==> config.mk <==
export PLATFORM = sky130hd
export DESIGN_NAME = pu_feeder
export DESIGN_NICKNAME = d
export VERILOG_FILES = /design/src/rtl/pu_feeder_pkg.sv /design/src/rtl/pu_feeder_window_shift4.sv /design/src/rtl/pu_feeder.sv
export SDC_FILE = /design/constraint.sdc
export NUM_CORES = 1
export LEC_CHECK = 0
export CAP_MARGIN = 30
export CORE_ASPECT_RATIO = 1.25
export CORE_MARGIN = 4
export CORE_UTILIZATION = 31
export DETAILED_ROUTE_END_ITERATION = 8
export GPL_TIMING_DRIVEN = 0
export PLACE_DENSITY = 0.63
export SLEW_MARGIN = 20
export SYNTH_ARGS = -nofsm -noshare
export SYNTH_HDL_FRONTEND = slang
export SYNTH_SLANG_ARGS = --single-unit
==> constraint.sdc <==
create_clock -name clk -period 3 [get_ports clk]
set_input_delay 0.6 -clock clk [delete_from_list [all_inputs] [get_ports clk]]
set_output_delay 0.6 -clock clk [all_outputs]
set_load 0.02 [all_outputs]
==> src/rtl/pu_feeder_pkg.sv <==
// Shared constants, state type and sizing helper for the processing-unit feeder.
package pu_feeder_pkg;

    localparam int DW_DEF      = 5;
    localparam int ROW_LEN_DEF = 16;
    localparam int COL_W_DEF   = $clog2(ROW_LEN_DEF);

    typedef enum logic {
        WAIT_W = 1'b0,
        RUN    = 1'b1
    } state_t;

    // Column counter width for a given row length; never narrower than one bit.
    function automatic int col_width(input int rowLen);
        return (rowLen < 2) ? 1 : $clog2(rowLen);
    endfunction

endpackage

==> src/rtl/pu_feeder_window_shift4.sv <==
// Four-deep shift register holding the activation window; q1 is oldest, q4 newest.
module window_shift4
    import pu_feeder_pkg::*;
#(
    parameter int DW = DW_DEF
) (
    input  logic          i_clk,
    input  logic          i_rst_n,
    input  logic          i_clr,
    input  logic          i_en,
    input  logic [DW-1:0] i_din,
    output logic [DW-1:0] o_q1,
    output logic [DW-1:0] o_q2,
    output logic [DW-1:0] o_q3,
    output logic [DW-1:0] o_q4
);

    logic [DW-1:0] r_q1;
    logic [DW-1:0] r_q2;
    logic [DW-1:0] r_q3;
    logic [DW-1:0] r_q4;

    // Synchronous clear wins over shifting; each shift drops the oldest tap.
    always_ff @(posedge i_clk or negedge i_rst_n) begin
        if (!i_rst_n) begin
            r_q1 <= '0;
            r_q2 <= '0;
            r_q3 <= '0;
            r_q4 <= '0;
        end else if (i_clr) begin
            r_q1 <= '0;
            r_q2 <= '0;
            r_q3 <= '0;
            r_q4 <= '0;
        end else if (i_en) begin
            r_q1 <= r_q2;
            r_q2 <= r_q3;
            r_q3 <= r_q4;
            r_q4 <= i_din;
        end
    end

    assign o_q1 = r_q1;
    assign o_q2 = r_q2;
    assign o_q3 = r_q3;
    assign o_q4 = r_q4;

endmodule

==> src/rtl/pu_feeder.sv <==
// Feeder for the 4-tap processing unit: serial weight load, activation window, strobes.
module pu_feeder
    import pu_feeder_pkg::*;
#(
    parameter int DW      = DW_DEF,
    parameter int ROW_LEN = ROW_LEN_DEF
) (
    input  logic          clk,
    input  logic          rst,
    input  logic          clear,
    input  logic          w_valid,
    input  logic [DW-1:0] w_data,
    input  logic          a_valid,
    input  logic [DW-1:0] a_data,
    output logic          a_ready,
    output logic [DW-1:0] A1,
    output logic [DW-1:0] A2,
    output logic [DW-1:0] A3,
    output logic [DW-1:0] A4,
    output logic [DW-1:0] W1,
    output logic [DW-1:0] W2,
    output logic [DW-1:0] W3,
    output logic [DW-1:0] W4,
    output logic          en_reg,
    output logic          res_valid,
    output logic          row_done
);

    localparam int            CW       = col_width(ROW_LEN);
    localparam logic [CW-1:0] LAST_COL = CW'(ROW_LEN - 1);

    state_t        r_state;
    state_t        w_next_state;
    logic [1:0]    r_w_cnt;
    logic [CW-1:0] r_col;
    logic [DW-1:0] r_w1;
    logic [DW-1:0] r_w2;
    logic [DW-1:0] r_w3;
    logic [DW-1:0] r_w4;
    logic          r_en_reg;
    logic          r_row_done;
    logic          r_res_valid;
    logic          w_a_ready;
    logic          w_accept;
    logic          w_w_load;
    logic          w_win_valid;
    logic          w_row_last;

    // State register.
    always_ff @(posedge clk or negedge rst) begin
        if (!rst) begin
            r_state <= WAIT_W;
        end else begin
            r_state <= w_next_state;
        end
    end

    // Next state: clear always returns to weight load; the fourth beat starts streaming.
    always_comb begin
        w_next_state = r_state;
        if (clear) begin
            w_next_state = WAIT_W;
        end else begin
            case (r_state)
                WAIT_W:  if (w_valid && r_w_cnt == 2'd3) w_next_state = RUN;
                RUN:     w_next_state = RUN;
                default: w_next_state = WAIT_W;
            endcase
        end
    end

    // Activations are only taken while streaming and never in a clearing cycle.
    always_comb begin
        w_a_ready = 1'b0;
        if (r_state == RUN && !clear) begin
            w_a_ready = 1'b1;
        end
    end

    assign w_accept    = a_valid & w_a_ready;
    assign w_w_load    = (r_state == WAIT_W) & w_valid & ~clear;
    assign w_win_valid = (r_col >= CW'(3));
    assign w_row_last  = (r_col == LAST_COL);

    // Weight beats fill W1..W4 in order; the counter wraps back to 0 after W4.
    always_ff @(posedge clk or negedge rst) begin
        if (!rst) begin
            r_w_cnt <= '0;
            r_w1    <= '0;
            r_w2    <= '0;
            r_w3    <= '0;
            r_w4    <= '0;
        end else if (clear) begin
            r_w_cnt <= '0;
            r_w1    <= '0;
            r_w2    <= '0;
            r_w3    <= '0;
            r_w4    <= '0;
        end else if (w_w_load) begin
            case (r_w_cnt)
                2'd0: r_w1 <= w_data;
                2'd1: r_w2 <= w_data;
                2'd2: r_w3 <= w_data;
                2'd3: r_w4 <= w_data;
                default: r_w1 <= r_w1;
            endcase
            r_w_cnt <= r_w_cnt + 2'd1;
        end
    end

    // Column position within the current row, advanced by each accepted activation.
    always_ff @(posedge clk or negedge rst) begin
        if (!rst) begin
            r_col <= '0;
        end else if (clear) begin
            r_col <= '0;
        end else if (w_accept) begin
            r_col <= w_row_last ? '0 : r_col + CW'(1);
        end
    end

    // Window strobes: a window is complete once three earlier taps of this row exist.
    always_ff @(posedge clk or negedge rst) begin
        if (!rst) begin
            r_en_reg    <= 1'b0;
            r_row_done  <= 1'b0;
            r_res_valid <= 1'b0;
        end else begin
            r_en_reg    <= w_accept & w_win_valid;
            r_row_done  <= w_accept & w_row_last;
            r_res_valid <= r_en_reg;
        end
    end

    window_shift4 #(
        .DW(DW)
    ) u_window (
        .i_clk   (clk),
        .i_rst_n (rst),
        .i_clr   (clear),
        .i_en    (w_accept),
        .i_din   (a_data),
        .o_q1    (A1),
        .o_q2    (A2),
        .o_q3    (A3),
        .o_q4    (A4)
    );

    assign a_ready   = w_a_ready;
    assign W1        = r_w1;
    assign W2        = r_w2;
    assign W3        = r_w3;
    assign W4        = r_w4;
    assign en_reg    = r_en_reg;
    assign res_valid = r_res_valid;
    assign row_done  = r_row_done;

endmodule

# Yosys cells after proc, flatten, opt, wreduce, memory -nomap -nowiden
# Cells that the tools add are included.
dict set report totals {
  mem_count 0
  mem_bits_rw 0
  inputBits 15
  output_inout_bits 44
  ff_bits 50
  mem_bits_ro 0
  word_cells 71
  latch_bits 0
}
dict set report op_classes {
  reduce_logical 14
  n_bitwise 7
  n_lt_le_gt_ge 1
  muxes 29
  n_eq_ne 4
  multipliers 0
  div 0
  add_sub_neg 2
  shifts 0
}
# operator count
set op_table {}
lappend op_table {{5-bit two-way mux} 20}
lappend op_table {{4-bit two-way mux} 3}
lappend op_table {{2-bit nonzero test} 6}
lappend op_table {{2-bit AND reduction} 4}
lappend op_table {{1-bit bitwise AND} 5}
lappend op_table {{4-bit by 1-bit adder with 4-bit output, second input constant} 1}
lappend op_table {{2-bit equality test, second input constant} 2}
lappend op_table {{4-bit equality test, second input constant} 1}
lappend op_table {{4-bit by 2-bit greater-or-equal comparator with 1-bit output, second input constant} 1}
lappend op_table {{2-bit two-way mux} 2}
lappend op_table {{1-bit two-way mux} 3}
lappend op_table {{2-bit by 1-bit adder with 2-bit output, second input constant} 1}
lappend op_table {{2-bit by 1-bit equality test with 1-bit output, second input constant} 1}
lappend op_table {{1-bit logical AND} 2}
lappend op_table {{2-bit logical NOT} 1}
lappend op_table {{1-bit NOT} 2}
lappend op_table {{1-bit one-hot mux with 2 select lines} 1}
lappend op_table {{1-bit logical NOT} 1}

# Longest topological paths before layout
# Gate-level depths: netlist of the first run.
dict set report logic_depth {
  ltp_word 6
  depth_mapped 5
}

# Hierarchy
# From an unflattened synthesis of the first run, not the netlist that was laid out.
dict set report hier_totals {
  hier_cells 159
  hier_area_um2 2177.1
}
# mod cells_per_inst instances area_per_inst_um2
set by_module_without_submodules {}
lappend by_module_without_submodules {pu_feeder 95 1 1371.3}
lappend by_module_without_submodules {window_shift4 64 1 805.8}

# Least setup slack after synthesis of the first run
# No wires, ideal clock.
dict set report synth_timing {
  kind {in2out}
  startpoint {input port clear}
  endpoint {output port a_ready}
  slack_ns 1.110
  path_stages 3
  required_ns 2.400
  arrival_ns 1.290
  path_buffers 2
  path_cell_list {buf_4 buf_2 nor2b_1}
}
dict set report synth_between {
  elab_chain_cells 3
}
# element line_no
set synth_rtl {}
lappend synth_rtl {{start, declared} pu_feeder.sv:10} ;# input logic clear,
lappend synth_rtl {{1-bit logical NOT} pu_feeder.sv:75} ;# if (r_state == RUN && !clear) begin
lappend synth_rtl {{1-bit logical AND} pu_feeder.sv:75}
lappend synth_rtl {{1-bit two-way mux} pu_feeder.sv:75}
lappend synth_rtl {{end, declared} pu_feeder.sv:15} ;# output logic a_ready,
# No other way between the ends.

# Worst setup path in the final report of the first run
# Same ends and word-level chain as after synthesis.

==> flow_summary.ini, run 1 <==
[outcome]
status = finished clean

[sta]
max_freq_mhz = 423.7
finalSetupViolations = 0
period_share_pct = 78.68
fin_crit_ns = 2.360
final_hold_viol_count = 0
holdWs_ns = 0.3099
slew_headroom_pct = 58.20
tns_ns = 0
grt_setup_unrepaired = no
finClkSkew_ns = 0.009724
slew_violations = 0
worstMarginPinSlew_ns = 0.6270

[global_route]
grt_overflow = 0
antenna_found_initial = 0
grt_pass1_wl_um = 7141
grt_start_max_net_pins = 51
grt_pass1_vias = 1499
grt_util_all_layers_pct = 10.95

[placement]
gp_congestion = 0.7191
portBuffers = 57
dpl.hpwl_um = 3084

[cells_and_area]
nets = 269
antennaDiodeCount = 0
drive_above_1_share_pct = 15.60
syn_to_final_growth_pct = 36.71
utilization_pct = 44.24

[synth]
ys_ff_latch = 50
syn-mean-instance-area_um2 = 11.70
synth_top_cell_by_area = dfrtp_1
synth.net_count = 205
yosys.area.top_type_share_pct = 57.80
ys_warn_count = 0
syn_area_um2 = 2165
syn_inst = 185
synth-seq-area-share_pct = 57.80
synth.distinct_cells = 24
yosys-top-cells-area = dfrtp_1 (58%), mux2_4 (10%), nand2_1 (8.0%)

[floorplan]
fp.dieArea_um2 = 8392
core.rowCount = 33
ios = 59
core-area_um2 = 6689
dieHeight_um = 101.4
start_util_pct = 32.36
die_w_um = 82.74

[worst_setup_path]
crit_path_cell_trace = buf_4, buf_2, nor2b_1, clkdlybuf4s50_1
startpoint = clear
reg2reg_to = W4[2]
cp_num_cells = 4
slowest_delay_ns = 0.64
crit_end = a_ready
cp_slowest_cell = clkdlybuf4s50_1
critPathRequiredTime_ns = 2.40
critical-path-top-delay-family = buffers and inverters
critPathLaunchType = input port
path_class = input port to output port
ff2ff_path_depth = 3
cp.buffers_inverters = 3
rrSetupSlack_ns = 1.56
cp_max_fo = 10
endpoint_kind = output port
rr_startpoint = r_w_cnt[0]
arrival_ns = 1.76

[routing]
final_antenna_net_count = 0
via_per_inst = 4.430
routed_wl_um = 4337
wl_per_cell_um = 12.87
drt_iter0_markers = 35
drt-pass1-iter-count = 4
vias = 1493
drc_errors = 0

[clock_network]
post_cts_buffers = 0
root_buffer = clkbuf_8
clk_pin_slew_ns = 0.09
ctsLongestPathBuffers = 2
clock-sinks = 50
h-tree-depth = 2
post_cts_resized = 0
tritoncts = built
cts_hold_buf = 0
clk_latency_ns = 0.30
numCtsBuffers = 5

[pwr]
p_leak_nw = 1.257
vdd_drop_max_mv = 0.2054
power_density_nw_per_um2 = 484.3

[flow_run]
max_cap_violations = 0

[min_path]
hold_path_class = input port to asynchronous set/reset pin
through the flow:
stage          worst slack, ns  std cells  cell area (µm²)   power, W
2_1_floorplan            1.110        185             2165  0.0008581
3_3_place_gp           -0.1852        329             2844  0.0009606
3_5_place_dp            0.6217        329             2841  0.0009623
4_1_cts                 0.6200        337             2959   0.001458
5_1_grt                 0.5740        337             2959   0.001496
6_report                0.6397        337             2959   0.001433
placed cells by master (no fill, tap or decap), types with 2 or more instances in the layout:
master	instances
a21oi_1	25
a21oi_4	3
buf_2	2
buf_4	4
clkbuf_1	3
clkbuf_8	5
clkdlybuf4s50_1	56
dfrtp_1	50
ha_1	5
inv_1	3
mux2_2	5
mux2_4	15
nand2_1	46
nand3_1	3
nor2_1	6
nor2b_1	6
logic make-up (layout without fill, tap and decap cells):
logic type      count (synthesis)  after routing  synth area share, %
compound gates                 30             30                9.248
buf+inv                        11             76                2.543
mux                            21             21                13.47
fa+ha+maj                       5              5                2.890
xor+xnor                        2              2               0.8094
simple gates                   66             66                13.24
flops                          50             50                57.80
worst min path at each step:
stage                            to    from  depth (start not counted)
final                         W1[0]     rst                          1
after global placement    res_valid  en_reg                          0
after floorplan               W1[0]     rst                          0
after CTS                  r_col[0]     rst                          1
after detailed placement  res_valid  en_reg                          0
after global routing          W1[0]     rst                          1
final cells by class:
type	instances	area, µm²
inverter	3	11.26
clock inverter	3	48.80
sequential	50	1251
clock buffer	5	68.82
buffer	8	43.79
multi-input combinational	124	858.3
tap	87	108.9
fill	643	3730
timing repair buffer	57	568.0
cell usage after synthesis:
cell and n:
nand2_1 46, xor2_1 1, nor3_1 1, dfrtp_1 50
xnor2_1 1, buf_2 2, clkbuf_1 3, and2_1 1
or3_1 1, a21oi_4 3, buf_4 3, nor2_1 6
mux2i_1 1, mux2_2 5, nand3_1 3, inv_1 3
o21ai_0 1, a21oi_1 25, ha_1 5, a31oi_4 1
mux2_4 15, nor2b_4 1, nor2b_1 6, nand3b_1 1
power breakdown:
group	switching (W)	internal, W
registers	0.0000190	0.000704
logic	0.000106	0.000116
clock network	0.000234	0.000254
metal layers:
metal  global-route usage (%)  vias up  share of wire [%]
li1                         -      746                  -
met5                        0        -                  0
met3                    3.025        5                7.9
met2                    16.91       48                 43
met4                    3.774        0                1.3
met1                    14.75      694                 48
(Power assumes the default switching activity.)
==> run 2: changes to the inputs <==
--- a/config.mk
+++ b/config.mk
@@ -11,7 +11,7 @@
 export CORE_UTILIZATION = 31
 export DETAILED_ROUTE_END_ITERATION = 8
 export GPL_TIMING_DRIVEN = 0
-export PLACE_DENSITY = 0.63
+export PLACE_DENSITY = 0.65
 export SLEW_MARGIN = 20
 export SYNTH_ARGS = -nofsm -noshare
 export SYNTH_HDL_FRONTEND = slang
==> constraint.sdc (replaced) <==
create_clock -name clk -period 1.9 [get_ports clk]
set_input_delay 0.38 -clock clk [delete_from_list [all_inputs] [get_ports clk]]
set_output_delay 0.38 -clock clk [all_outputs]
set_load 0.02 [all_outputs]
==> run 2 against run 1 <==
Effect of this change: sequential power up 58%; clock power up 29%; die area unchanged; flip-flop and latch count unchanged; largest power group unchanged; non-clock buffer count unchanged; combinational power up 59%; cell count unchanged; largest cell class unchanged; critical path type is now register to output port.
==> flow_summary.ini, run 2 (same netlist as run 1, synthesis figures left out) <==
[min_path]
hold_path_class = input port to asynchronous set/reset pin

[global_route]
antenna_found_initial = 0
grt_util_all_layers_pct = 11.13
grt_overflow = 0
grt_pass1_wl_um = 7134
grt_start_max_net_pins = 51
grt_pass1_vias = 1496

[cells_and_area]
final_cell_area_um2 = 2932
drive_above_1_share_pct = 15.60
utilization_pct = 43.83
final_cell_mix = clkdlybuf4s50_1 (55), dfrtp_1 (49), nand2_1 (46)
syn_to_final_growth_pct = 35.43
fill_cells = 644
antennaDiodeCount = 0
nets = 269
final_common_cell = clkdlybuf4s50_1

[sta]
slew_violations = 0
grt_setup_unrepaired = no
final_hold_viol_count = 0
holdWs_ns = 0.08278
layout_setup_ws_ns = 0.1994
worstMarginPinSlew_ns = 0.6200
tns_ns = 0
max_freq_mhz = 588.0
slew_headroom_pct = 58.66
finClkSkew_ns = 0.01160
fin_crit_ns = 1.701
period_share_pct = 89.51
finalSetupViolations = 0

[pwr]
p_leak_nw = 1.250
power_density_nw_per_um2 = 723.5
vdd_drop_max_mv = 0.2745

[routing]
vias = 1481
routed_wl_um = 4453
drc_errors = 0
via_per_inst = 4.395
drt-pass1-iter-count = 4
wl_per_cell_um = 13.21
final_antenna_net_count = 0
drt_iter0_markers = 34

[worst_setup_path]
slowest_delay_ns = 0.62
cp_num_cells = 1
cp_slowest_cell = clkdlybuf4s50_1
crit_path_cell_trace = clkdlybuf4s50_1
endpoint_kind = output port
rrSetupSlack_ns = 0.45
cp_max_fo = 3
ff2ff_path_depth = 4
cp.buffers_inverters = 1
critPathLaunchType = register
arrival_ns = 1.32
path_class = register to output port
critPathRequiredTime_ns = 1.52
critical-path-top-delay-family = buffers and inverters

[floorplan]
die_w_um = 82.74
ios = 59
start_util_pct = 32.36
fp.dieArea_um2 = 8392
core.rowCount = 33
dieHeight_um = 101.4
core-area_um2 = 6689

[placement]
portBuffers = 57
place_area_um2 = 2841
pre_cts_ws_ns = -0.05664
dpl.hpwl_um = 3133
gp_congestion = 0.7056

[clock_network]
tritoncts = built
ctsLongestPathBuffers = 2
clock-sinks = 50
clk_pin_slew_ns = 0.10
root_buffer = clkbuf_8
h-tree-depth = 2
clk_latency_ns = 0.31
post_cts_buffers = 0
numCtsBuffers = 5

[outcome]
status = finished clean

[flow_run]
max_cap_violations = 0
==> run 2: changes by cell type in the layout (fill, tap and decap cells not counted) <==
cell and change:
clkdlybuf4s50_1 -1, dfrtp_1 -1, inv_6 +1, dfrtp_2 +1
clkinv_4 +1, clkinvlp_4 -1, clkbuf_1 +1, dlygate4sd2_1 +1
inv_8 -1, bufinv_16 -1
==> run 2: final cells by class <==
class / count / area [µm²] / share of cell area [%]
Buffer: 8 / 43.79 / 1.494
Timing Repair Buffer: 57 / 566.8 / 19.33
Tap cell: 87 / 108.9 / 3.713
Sequential cell: 50 / 1252 / 42.72
Clock buffer: 6 / 72.57 / 2.475
Inverter: 3 / 11.26 / 0.3841
Multi-Input combinational cell: 124 / 858.3 / 29.28
Clock inverter: 2 / 17.52 / 0.5975
==> run 2: repair_timing <==
item / 4_1_cts / 5_1_grt
setup endpoints to repair: 1 / 0
hold buffers: 0 / 0
gates resized for setup: 2 / 0
==> run 2: worst paths after layout <==
check	end	startpoint
worst min register to register	res_valid	en_reg
worst max-delay path	A2[1]	u_window.o_q2[1]
min in group clk	res_valid	en_reg
worst max register to register	W1[2]	r_w_cnt[0]
worst min-delay path	W1[4]	rst
max in group asynchronous	r_state	rst
==> run 2: per-layer routing <==
metal | part of all wire (%) | track usage [%]
met4 | 1.5 | 4.151
met1 | 45 | 13.70
met5 | 0 | 0
met3 | 9.0 | 3.915
met2 | 45 | 17.84
==> run 2: power breakdown <==
| part | total [W] | leakage (nW) | internal (W) | switching [W] |
|---|---|---|---|---|
| sequential | 0.00114 | 0.674 | 0.00111 | 0.0000290 |
| clock | 0.000629 | 0.0458 | 0.000267 | 0.000361 |
| combinational | 0.000352 | 0.530 | 0.000183 | 0.000169 |
==> run 2: stage by stage <==
stage	cells	power [W]
2_1_floorplan	185	0.001355
3_3_place_gp	329	0.001517
3_5_place_dp	329	0.001520
4_1_cts	337	0.002154
5_1_grt	337	0.002211
6_report	337	0.002121
==> run 3: changes to the inputs <==
--- a/config.mk
+++ b/config.mk
@@ -6,12 +6,12 @@
 export NUM_CORES = 1
 export LEC_CHECK = 0
 export CAP_MARGIN = 30
-export CORE_ASPECT_RATIO = 1.25
 export CORE_MARGIN = 4
 export CORE_UTILIZATION = 31
 export DETAILED_ROUTE_END_ITERATION = 8
 export GPL_TIMING_DRIVEN = 0
 export PLACE_DENSITY = 0.65
+export REMOVE_ABC_BUFFERS = 1
 export SLEW_MARGIN = 20
 export SYNTH_ARGS = -nofsm -noshare
 export SYNTH_HDL_FRONTEND = slang
==> run 3 against run 2 <==
Effect of this change: clock-buffer cell count unchanged; clock power up 19%; wire length grew 2.4%; die area decreased by 0.10%; non-clock buffer count down 6.
==> flow_summary.ini, run 3 (same netlist as run 1, synthesis figures left out) <==
[pwr]
p_switching_w = 0.0005576
seqPwrFrac_pct = 50.9
power_density_nw_per_um2 = 761.6
sw_frac_of_total_pct = 24.81
comb_power_share_pct = 15.9
p_int_w = 0.001690
vdd_drop_max_mv = 0.3018
p_clk_share_pct = 33.3
p_leak_nw = 1.245
total_power_w = 0.002248

[routing]
wl_per_cell_um = 13.41
final_antenna_net_count = 0
vias = 1490
routed_wl_um = 4558
via_per_inst = 4.382
drc_errors = 0
drt-pass1-iter-count = 4
drt_iter0_markers = 52

[sta]
holdWs_ns = 0.09016
finClkSkew_ns = 0.009552
finalSetupViolations = 0
layout_setup_ws_ns = 0.1501
final_hold_viol_count = 0
worstMarginPinSlew_ns = 0.8029
grt_setup_unrepaired = no
fin_crit_ns = 1.750
max_freq_mhz = 571.4
slew_headroom_pct = 46.47
period_share_pct = 92.10
slew_violations = 0

[placement]
gp_congestion = 0.7236
portBuffers = 58
place_area_um2 = 2841
place_inst = 332
pre_cts_ws_ns = -0.1167
dpl.hpwl_um = 3146

[worst_setup_path]
crit_path_cell_trace = buf_2, buf_16, nor2b_1, dlygate4sd2_1
cp_slowest_cell = buf_2
critPathRequiredTime_ns = 1.52
critical-path-top-delay-family = buffers and inverters
critPathLaunchType = input port
endpoint_kind = output port
rr_startpoint = r_state
cp.buffers_inverters = 3
rrSetupSlack_ns = 0.39
path_class = input port to output port
arrival_ns = 1.37
ff2ff_path_depth = 3
slowest_delay_ns = 0.37
reg2reg_to = u_window.o_q4[4]
cp_max_fo = 21

[floorplan]
dieHeight_um = 91.56
core-area_um2 = 6794
fp.dieArea_um2 = 8383
start_util_pct = 31.86
die_w_um = 91.56
core.rowCount = 30
ios = 59

[clock_network]
h-tree-depth = 2
post_cts_buffers = 0
cts_hold_buf = 0
clk_pin_slew_ns = 0.09
clk_latency_ns = 0.30
tritoncts = built
ctsLongestPathBuffers = 2
numCtsBuffers = 5
root_buffer = clkbuf_8
clock-sinks = 50

[flow_run]
max_cap_violations = 0

[global_route]
grt_overflow = 0
grt_pass1_wl_um = 7686
grt_start_max_net_pins = 51
grt_pass1_vias = 1544
grt_util_all_layers_pct = 11.49
antenna_found_initial = 0

[cells_and_area]
nets = 263
final_common_cell = clkdlybuf4s50_1
syn_to_final_growth_pct = 36.36
finalNonFillerCells = 340
final_cell_mix = clkdlybuf4s50_1 (55), dfrtp_1 (49), nand2_1 (46)
final_cell_area_um2 = 2952
drive_above_1_share_pct = 14.75
antennaDiodeCount = 0

[outcome]
status = finished clean

[min_path]
hold_path_class = input port to asynchronous set/reset pin
==> run 3: changes by cell type in the layout (fill, tap and decap cells not counted) <==
cell,before,now
buf_16,0,1
clkbuf_1,4,1
clkinvlp_4,0,1
clkinv_4,1,0
buf_2,2,1
bufinv_16,0,1
buf_4,4,1
inv_6,1,0
==> run 3: layout make-up <==
type                    count  area, µm²
clock buffers               6      72.57
clock inverters             2      37.54
fillers                   643       3842
inverters                   3      11.26
multi-input cells         124      858.3
flip-flops and latches     50       1252
well taps                  96      120.1
repair buffers             59      599.3
==> run 3: stage by stage <==
stage	setup TNS [ns]	util, %
floorplan	0	-
global placement	-83.96	41.53
detailed placement	-1.658	41.82
CTS	0	43.44
global route	0	43.44
finish	0	43.44
==> run 3: worst max path at each step <==
stage	depth (start not counted)	slack (ns)	endpoint	startpoint
2_1_floorplan	3	0.55	W4[0]	r_w_cnt[0]
3_3_place_gp	3	-1.26	a_ready	clear
3_5_place_dp	4	-0.12	a_ready	clear
4_1_cts	4	0.14	a_ready	clear
5_1_grt	4	0.06	u_window.o_q1[3]	a_valid
6_report	4	0.15	a_ready	clear
==> run 3: power groups by stage <==
stage / combinational [W] / sequential [W] / clock, W
after floorplan: 0.000127 / 0.00121 / 0
after global placement: 0.000355 / 0.00116 / 0
after detailed placement: 0.000364 / 0.00116 / 0
after CTS: 0.000364 / 0.00114 / 0.000775
after global routing: 0.000380 / 0.00115 / 0.000818
final: 0.000357 / 0.00114 / 0.000748
==> run 3: what timing repair did <==
| action | in CTS | in global routing |
|---|---|---|
| resized for setup | 2 | 0 |
| endpoints found under the hold margin | 0 | 0 |
| setup endpoints to repair | 1 | 0 |
==> run 3: per-layer routing <==
layer	global-route usage, %	part of all wire, %	routed length (µm)
met1	14.58	46	2081
met2	17.95	48	2168
met3	4.308	5.4	244
met4	3.894	1.4	63
met5	0	0	0
